===== src/rtl/tm_pkg.sv =====
// Definitions shared by the TM classifier stages: default sizes, the argmax
// state encoding and the most-negative class sum.
package tm_pkg;

  localparam int TM_NUM_CLASSES = 10;
  localparam int TM_INT_SIZE    = 32;

  typedef enum logic [1:0] {
    IDLE = 2'd0,
    SCAN = 2'd1,
    HOLD = 2'd2
  } argmax_state_e;

  localparam logic [TM_INT_SIZE-1:0] SUM_MIN = {1'b1, {(TM_INT_SIZE-1){1'b0}}};

endpackage


===== src/rtl/tm_argmax_cmp.sv =====
// One step of the running argmax: folds candidate (s, idx) into (best, best_idx, second).
// A candidate equal to best never takes the win, so the lowest index wins ties.
module tm_argmax_cmp #(
  parameter int INT_SIZE = 32,
  parameter int IDX_W    = 4
) (
  input  logic signed [INT_SIZE-1:0] best_i,
  input  logic        [IDX_W-1:0]    best_idx_i,
  input  logic signed [INT_SIZE-1:0] second_i,
  input  logic signed [INT_SIZE-1:0] s_i,
  input  logic        [IDX_W-1:0]    idx_i,
  output logic signed [INT_SIZE-1:0] best_o,
  output logic        [IDX_W-1:0]    best_idx_o,
  output logic signed [INT_SIZE-1:0] second_o
);

  always_comb begin
    best_o     = best_i;
    best_idx_o = best_idx_i;
    second_o   = second_i;
    if (s_i > best_i) begin
      second_o   = best_i;
      best_o     = s_i;
      best_idx_o = idx_i;
    end else if (s_i > second_i) begin
      second_o = s_i;
    end
  end

endmodule


===== src/rtl/tm_class_argmax.sv =====
// Serial argmax over the classifier's class sums: one class per cycle, then the
// winner, its margin over the runner-up and a tie flag are held on valid/ready.
module tm_class_argmax
  import tm_pkg::*;
#(
  parameter int NUM_CLASSES = TM_NUM_CLASSES,
  parameter int INT_SIZE    = TM_INT_SIZE,
  parameter int IDX_W       = 4
) (
  input  logic                            clk,
  input  logic                            rst_flag,
  input  logic [NUM_CLASSES*INT_SIZE-1:0] class_sums,
  input  logic                            full_done,
  input  logic                            pred_ready,
  output logic                            pred_valid,
  output logic [IDX_W-1:0]                pred_class,
  output logic [INT_SIZE-1:0]             pred_sum,
  output logic [INT_SIZE:0]               pred_margin,
  output logic                            pred_tie,
  output logic                            busy,
  output logic                            overrun
);

  localparam logic [INT_SIZE-1:0] MIN_S    = {1'b1, {(INT_SIZE-1){1'b0}}};
  localparam logic [IDX_W-1:0]    LAST_IDX = IDX_W'(NUM_CLASSES - 1);

  argmax_state_e state_q, state_d;
  logic                       full_done_q;
  logic                       rise;
  logic                       capture;
  logic signed [INT_SIZE-1:0] sums_in [NUM_CLASSES];
  logic signed [INT_SIZE-1:0] sums_q  [NUM_CLASSES];

  logic signed [INT_SIZE-1:0] best_q, best_d, second_q, second_d;
  logic        [IDX_W-1:0]    best_idx_q, best_idx_d, idx_q, idx_d;
  logic                       valid_q, valid_d, tie_q, tie_d, overrun_q, overrun_d;
  logic        [IDX_W-1:0]    class_q, class_d;
  logic        [INT_SIZE-1:0] sum_q, sum_d;
  logic        [INT_SIZE:0]   margin_q, margin_d;

  logic signed [INT_SIZE-1:0] cmp_best, cmp_second;
  logic        [IDX_W-1:0]    cmp_best_idx;

  genvar gi;
  generate
    for (gi = 0; gi < NUM_CLASSES; gi++) begin : g_unpack
      assign sums_in[gi] = class_sums[gi*INT_SIZE +: INT_SIZE];
    end
  endgenerate

  assign rise = full_done & ~full_done_q;

  tm_argmax_cmp #(
    .INT_SIZE (INT_SIZE),
    .IDX_W    (IDX_W)
  ) u_cmp (
    .best_i     (best_q),
    .best_idx_i (best_idx_q),
    .second_i   (second_q),
    .s_i        (sums_q[idx_q]),
    .idx_i      (idx_q),
    .best_o     (cmp_best),
    .best_idx_o (cmp_best_idx),
    .second_o   (cmp_second)
  );

  always_comb begin
    state_d    = state_q;
    capture    = 1'b0;
    best_d     = best_q;
    best_idx_d = best_idx_q;
    second_d   = second_q;
    idx_d      = idx_q;
    valid_d    = valid_q;
    class_d    = class_q;
    sum_d      = sum_q;
    margin_d   = margin_q;
    tie_d      = tie_q;
    // Any rise outside IDLE (including the acceptance cycle) is lost.
    overrun_d  = overrun_q | (rise & (state_q != IDLE));
    case (state_q)
      IDLE: begin
        if (rise) begin
          capture    = 1'b1;
          best_d     = sums_in[0];
          best_idx_d = '0;
          second_d   = MIN_S;
          idx_d      = IDX_W'(1);
          state_d    = SCAN;
        end
      end
      SCAN: begin
        best_d     = cmp_best;
        best_idx_d = cmp_best_idx;
        second_d   = cmp_second;
        idx_d      = idx_q + IDX_W'(1);
        if (idx_q == LAST_IDX) begin
          state_d  = HOLD;
          valid_d  = 1'b1;
          class_d  = cmp_best_idx;
          sum_d    = cmp_best;
          // One extra bit keeps best - second non-negative even for MAX - MIN.
          margin_d = {cmp_best[INT_SIZE-1], cmp_best} - {cmp_second[INT_SIZE-1], cmp_second};
          tie_d    = (cmp_best == cmp_second);
        end
      end
      HOLD: begin
        if (valid_q && pred_ready) begin
          valid_d = 1'b0;
          state_d = IDLE;
        end
      end
      default: state_d = IDLE;
    endcase
  end

  always_ff @(posedge clk) begin
    if (rst_flag) begin
      state_q     <= IDLE;
      full_done_q <= 1'b0;
      best_q      <= '0;
      best_idx_q  <= '0;
      second_q    <= '0;
      idx_q       <= '0;
      valid_q     <= 1'b0;
      class_q     <= '0;
      sum_q       <= '0;
      margin_q    <= '0;
      tie_q       <= 1'b0;
      overrun_q   <= 1'b0;
    end else begin
      state_q     <= state_d;
      full_done_q <= full_done;
      best_q      <= best_d;
      best_idx_q  <= best_idx_d;
      second_q    <= second_d;
      idx_q       <= idx_d;
      valid_q     <= valid_d;
      class_q     <= class_d;
      sum_q       <= sum_d;
      margin_q    <= margin_d;
      tie_q       <= tie_d;
      overrun_q   <= overrun_d;
    end
  end

  // Shadow copy lets class_sums move on while the scan runs.
  always_ff @(posedge clk) begin
    if (capture) begin
      for (int k = 0; k < NUM_CLASSES; k++) begin
        sums_q[k] <= sums_in[k];
      end
    end
  end

  assign pred_valid  = valid_q;
  assign pred_class  = class_q;
  assign pred_sum    = sum_q;
  assign pred_margin = margin_q;
  assign pred_tie    = tie_q;
  assign busy        = (state_q != IDLE);
  assign overrun     = overrun_q;

endmodule


===== config.mk =====
export PLATFORM = sky130hd
export DESIGN_NAME = tm_class_argmax
export DESIGN_NICKNAME = d
export VERILOG_FILES = /design/src/rtl/tm_pkg.sv /design/src/rtl/tm_argmax_cmp.sv /design/src/rtl/tm_class_argmax.sv
export SDC_FILE = /design/constraint.sdc
export NUM_CORES = 1
export LEC_CHECK = 0
export CAP_MARGIN = 20
export CORE_MARGIN = 2
export CORE_UTILIZATION = 40
export CTS_CLUSTER_DIAMETER = 40
export CTS_CLUSTER_SIZE = 14
export DETAILED_ROUTE_END_ITERATION = 8
export PLACE_DENSITY_LB_ADDON = 0.15
export SLEW_MARGIN = 20
export SYNTH_ARGS = -nofsm -noshare
export SYNTH_HDL_FRONTEND = slang
export SYNTH_SLANG_ARGS = --single-unit

===== constraint.sdc =====
create_clock -name clk -period 59.6 [get_ports clk]
set_input_delay 17.88 -clock clk [delete_from_list [all_inputs] [get_ports clk]]
set_output_delay 17.88 -clock clk [all_outputs]
set_load 0.02 [all_outputs]

* After elaboration in Yosys (flattened, before gate mapping) *
Memories as Yosys holds them, arrays and structs flattened. A register that Yosys moved wholly into a read port is not among the register bits.
Index checks and enable logic that the tools add are counted.

cells by class
  equal/unequal tests = 7
  multiplexer cells = 25
  bitwise logic cells = 4
  $add $sub $neg = 2
  magnitude comparators = 2
  reduce and logical (&&, ||, !) cells = 9

operators by type and width
  cell                                                                    count
  32-bit two-way mux                                                      5
  32-bit case mux with 2 select lines                                     2
  32-bit greater-than comparator                                          2
  32-bit by 32-bit subtractor with 33-bit output                          1
  32-bit equality test                                                    1
  4-bit two-way mux                                                       5
  4-bit case mux with 2 select lines                                      2
  1-bit two-way mux                                                       6
  2-bit two-way mux                                                       3
  2-bit != test (second input constant)                                   3
  2-bit case mux with 3 select lines                                      1
  3-bit AND reduction                                                     2
  2-bit nonzero test                                                      3
  4-bit by 1-bit adder with 4-bit output (second input constant)          1
  4-bit equality test (second input constant)                             1
  2-bit AND reduction                                                     2
  1-bit AND                                                               2
  2-bit by 1-bit equality test with 1-bit output (second input constant)  1
  2-bit equality test (second input constant)                             1
  2-bit logical NOT                                                       1
  1-bit case mux with 2 select lines                                      1
  1-bit logical AND                                                       1
  1-bit NOT                                                               1
  1-bit bitwise OR                                                        1

storage, ports and cells
  bits in writable memories = 320
  register bits = 147
  memories = 1

memory list
  name    depth  width  rd ports  clocked after memory_dff  wr ports  RTL line               text
  sums_q  10     32     1         1                         10        tm_class_argmax.sv:32  logic signed [INT_SIZE-1:0] sums_q [NUM_CLASSES];

* Longest topological paths before layout *
  word-level depth = 6
  depth in mapped cells = 39
  depth with buffers taken out = 30

* By module *
A second synthesis with hierarchy kept.

second synthesis, totals
  cell total of the unflattened synthesis = 1964
  area, all modules = 22823.1 um^2

modules (own cells, without submodules)
  module           cells an instance  instances  area each (um^2)  sequential area each (um^2)
  tm_class_argmax  1500               1          19452.4           12632.1
  tm_argmax_cmp    464                1          3370.7            0.0

* Worst setup path after synthesis *
Ideal clock, no wire load.

  path type = input to register
  start = input port full_done
  end = register with a tool-made name
  path slack = 16.301 ns
  arrival time = 43.166 ns
  setup time = 0.132 ns
  cell stages on the path = 6
  required time = 59.468 ns
  cells stage by stage = nor3b_1 > nor2_1 > clkbuf_1 > buf_1 > a21oi_1 > nor2_1

RTL lines
  what             RTL line               text
  start, declared  tm_class_argmax.sv:13  input logic full_done,

==> impl_metrics.env <==
export IMPL_vias=17179
export IMPL_synth_nets=2377
export IMPL_endpoint_kind="register"
export IMPL_gp_congestion=0.871
export IMPL_synth_xor_area_frac=0.0133
export IMPL_yosys_mux_area_fraction=0.0963
export IMPL_num_rows=87
export IMPL_startpoint_type="input port"
export IMPL_cts_tree="yes"
export IMPL_synth_ff_type="edfxtp_1"
export IMPL_chipWidth_um=243
export IMPL_syn_inst=1964
export IMPL_reg2reg_depth=25
export IMPL_p_leak_nw=10.5
export IMPL_fin_setup_tns_ps=0
export IMPL_stdcell_count=3157
export IMPL_maxSlewHeadroom=0.262
export IMPL_dr_pass1_iters=6
export IMPL_worstHoldEndpoint="pred_margin[5]"
export IMPL_synth_area_leaders="edfxtp_1 42%, dfxtp_1 13%, mux4_2 6.3%, ha_1 4.8%, a21oi_1 4.0%"
export IMPL_dp_cells=3017
export IMPL_fmax_mhz=50.0
export IMPL_drc=0
export IMPL_async_flop_share=0
export IMPL_post_dp_cell_area_um2=27600
export IMPL_reg2reg_slack_ps=49560
export IMPL_post_cts_setup_buffer_count=0
export IMPL_synth_top_cell_by_area="edfxtp_1"
export IMPL_final_nets=2754
export IMPL_cts_resized_gates=0
export IMPL_place_hpwl_um=51200
export IMPL_synth_compound_area_frac=0.144
export IMPL_fin_skew_ps=24.5
export IMPL_grt_pass1_vias=17030
export IMPL_synth_edf_count=320
export IMPL_htreeDepth=3
export IMPL_synth_top_area_share=0.419
export IMPL_min_path_cells=2
export IMPL_layout_common_cells="395 x clkdlybuf4s50_1, 320 x edfxtp_1, 224 x nor2_1"
export IMPL_grt_max_degree=195
export IMPL_gr_usage_all_layers=0.234
export IMPL_start_util=0.406
export IMPL_status="finished clean"
export IMPL_cts_made_buffers=78
export IMPL_max_cap_viol_count=0
export IMPL_finalCriticalPeriod_ps=20000
export IMPL_antenna_found_initial=3
export IMPL_ys_ff_latch=471
export IMPL_critical_path_peak_fanout=194
export IMPL_vias_per_cell=5.44
export IMPL_setup_viol=0
export IMPL_power_density_nw_per_um2=38.9
export IMPL_grt_overflow=0
export IMPL_area_growth_synth_to_final_pct=31.5
export IMPL_post_drt_wl_per_cell_um=22.2
export IMPL_clockBufferDepth=3
export IMPL_ys_warn_count=0
export IMPL_grt_pass1_wl_um=105000
export IMPL_r2r_end="pred_margin[24]"
export IMPL_crit_required_ps=59820
export IMPL_worst_slew_pin_slew_ps=1110
export IMPL_postLayoutCellArea_um2=30200
export IMPL_syn_area_um2=22900
export IMPL_drt_wl_total_um=70000
export IMPL_fin_crit_sh=0.336
export IMPL_synth_top_family_by_area="compound AO/OA/AOI/OAI gates"
export IMPL_path_class="input port to register"
export IMPL_first_iter_violations=1414
export IMPL_hold_viol=0
export IMPL_root_buffer="clkbuf_16"
export IMPL_antenna_left=0
export IMPL_min_path_type="register to register"
export IMPL_avgSynthCellArea_um2=11.7
export IMPL_ioPinCount=397
export IMPL_fillCellCount=4850
export IMPL_clk_latency_ps=610
export IMPL_slew_violations=0
export IMPL_synthAdderAreaFrac=0.0502
export IMPL_io_buffers=396
export IMPL_yosys_area_share_simple=0.111
export IMPL_hp_start="pred_margin[5]"
export IMPL_drive_above_1_share=0.120
export IMPL_cts_hold_buf=0
export IMPL_clock_sinks=471
export IMPL_die_area_um2=59300
export IMPL_synth_cell_types=101
export IMPL_path_clk_slew_ps=50
export IMPL_die_h_um=243
export IMPL_ir_drop_mv=0.0256
export IMPL_grt_setup_unrepaired="false"
export IMPL_critPathArrivalTime_ps=20220
export IMPL_coreArea_um2=56500
export IMPL_mostFrequentLayoutCell="clkdlybuf4s50_1"
export IMPL_ys_seq_area_frac=0.551
## critical path, stage by stage
cell             delay, ps
clkdlybuf4s50_1        500
nor3b_2                180
buf_4                  660
buf_12                 740
## layout make-up
cell class	count	area, um^2	area share
clock inverter	53	531	0.0176
tap	756	946	0.0314
clock buffer	85	2070	0.0687
timing repair buffer	417	4130	0.137
inverter	81	304	0.0101
multi-input combinational	1292	9530	0.316
antenna	2	5.00	0.000166
sequential	471	12600	0.419
## report_power, final
group | total, W | internal, W | leakage [nW] | switching [W]
clock | 0.000442 | 0.000277 | 1.25 | 0.000166
sequential | 0.000383 | 0.000371 | 4.25 | 0.0000116
combinational | 0.000347 | 0.000134 | 4.97 | 0.000213
total | 0.00117 | 0.000782 | 10.5 | 0.000390
## Yosys cell counts, types with 5 or more instances
cell / count
clkbuf_1: 91
a311oi_1: 10
dfxtp_1: 151
ha_1: 88
nand2b_1: 8
and3_1: 8
o21a_1: 9
nand2_1: 139
a21o_1: 16
nor2_1: 226
xor2_1: 10
nor3_1: 34
buf_1: 13
mux2i_1: 70
buf_4: 5
o221ai_1: 22
a2111oi_0: 5
nor2b_1: 37
nand4_1: 16
a22oi_1: 8
o211ai_1: 19
nand3_1: 20
a21oi_2: 6
inv_1: 79
buf_2: 8
a31oi_1: 15
xnor2_1: 21
a211o_1: 5
a211oi_1: 69
mux4_2: 64
a21oi_1: 182
o21ai_0: 53
edfxtp_1: 320
o21ai_1: 6
and2_1: 7
## how the worst max path moves through the flow
stage	start	endpoint	slack, ps	cells past startpoint
after floorplan	full_done	register	16300	6
after global placement	full_done	sums_q[0][5]	39100	4
after detailed placement	full_done	sums_q[8][5]	39030	4
after CTS	full_done	sums_q[1][8]	39670	4
after global routing	full_done	sums_q[9][18]	39470	4
final	full_done	sums_q[9][18]	39600	4
## state kept, by name (all words and copies together), names as in the netlist, 4 cells and up, named ones only
register and cells:
second_q 32, best_q 32, idx_q 4, pred_sum 32
pred_class 4, pred_margin 33, sums_q 320, best_idx_q 4
## metrics by stage
step / worst slack [ps] / util / hold slack, ps / total power, W
global route: 39470 / 0.534 / 488 / 0.00123
floorplan: 16300 / - / 445 / 0.000634
detailed placement: 39030 / 0.488 / 453 / 0.000733
finish: 39600 / 0.534 / 460 / 0.00117
CTS: 39670 / 0.534 / 461 / 0.00118
global placement: 39100 / 0.488 / 449 / 0.000727
## metal layers
| layer | share of wire | vias to the layer above | track usage | routed length (um) |
|---|---|---|---|---|
| li1 | - | 8164 | - | - |
| met4 | 0.018 | 4 | 0.0559 | 1290 |
| met1 | 0.45 | 8338 | 0.325 | 31700 |
| met3 | 0.061 | 92 | 0.0495 | 4260 |
| met5 | 0.00034 | - | 0 | 24 |
| met2 | 0.47 | 581 | 0.375 | 32800 |
## cells by family (layout without fill, tap and decap cells)
logic type	count (synthesis)	after routing
AND/OR/NAND/NOR	540	540
AO/OA/AOI/OAI	488	488
flip-flops	471	471
buffers and inverters	201	636
multiplexers	139	139
adder cells (fa/ha/maj)	92	92
XOR/XNOR	33	33
other	0	2
(Power assumes the default switching activity.)
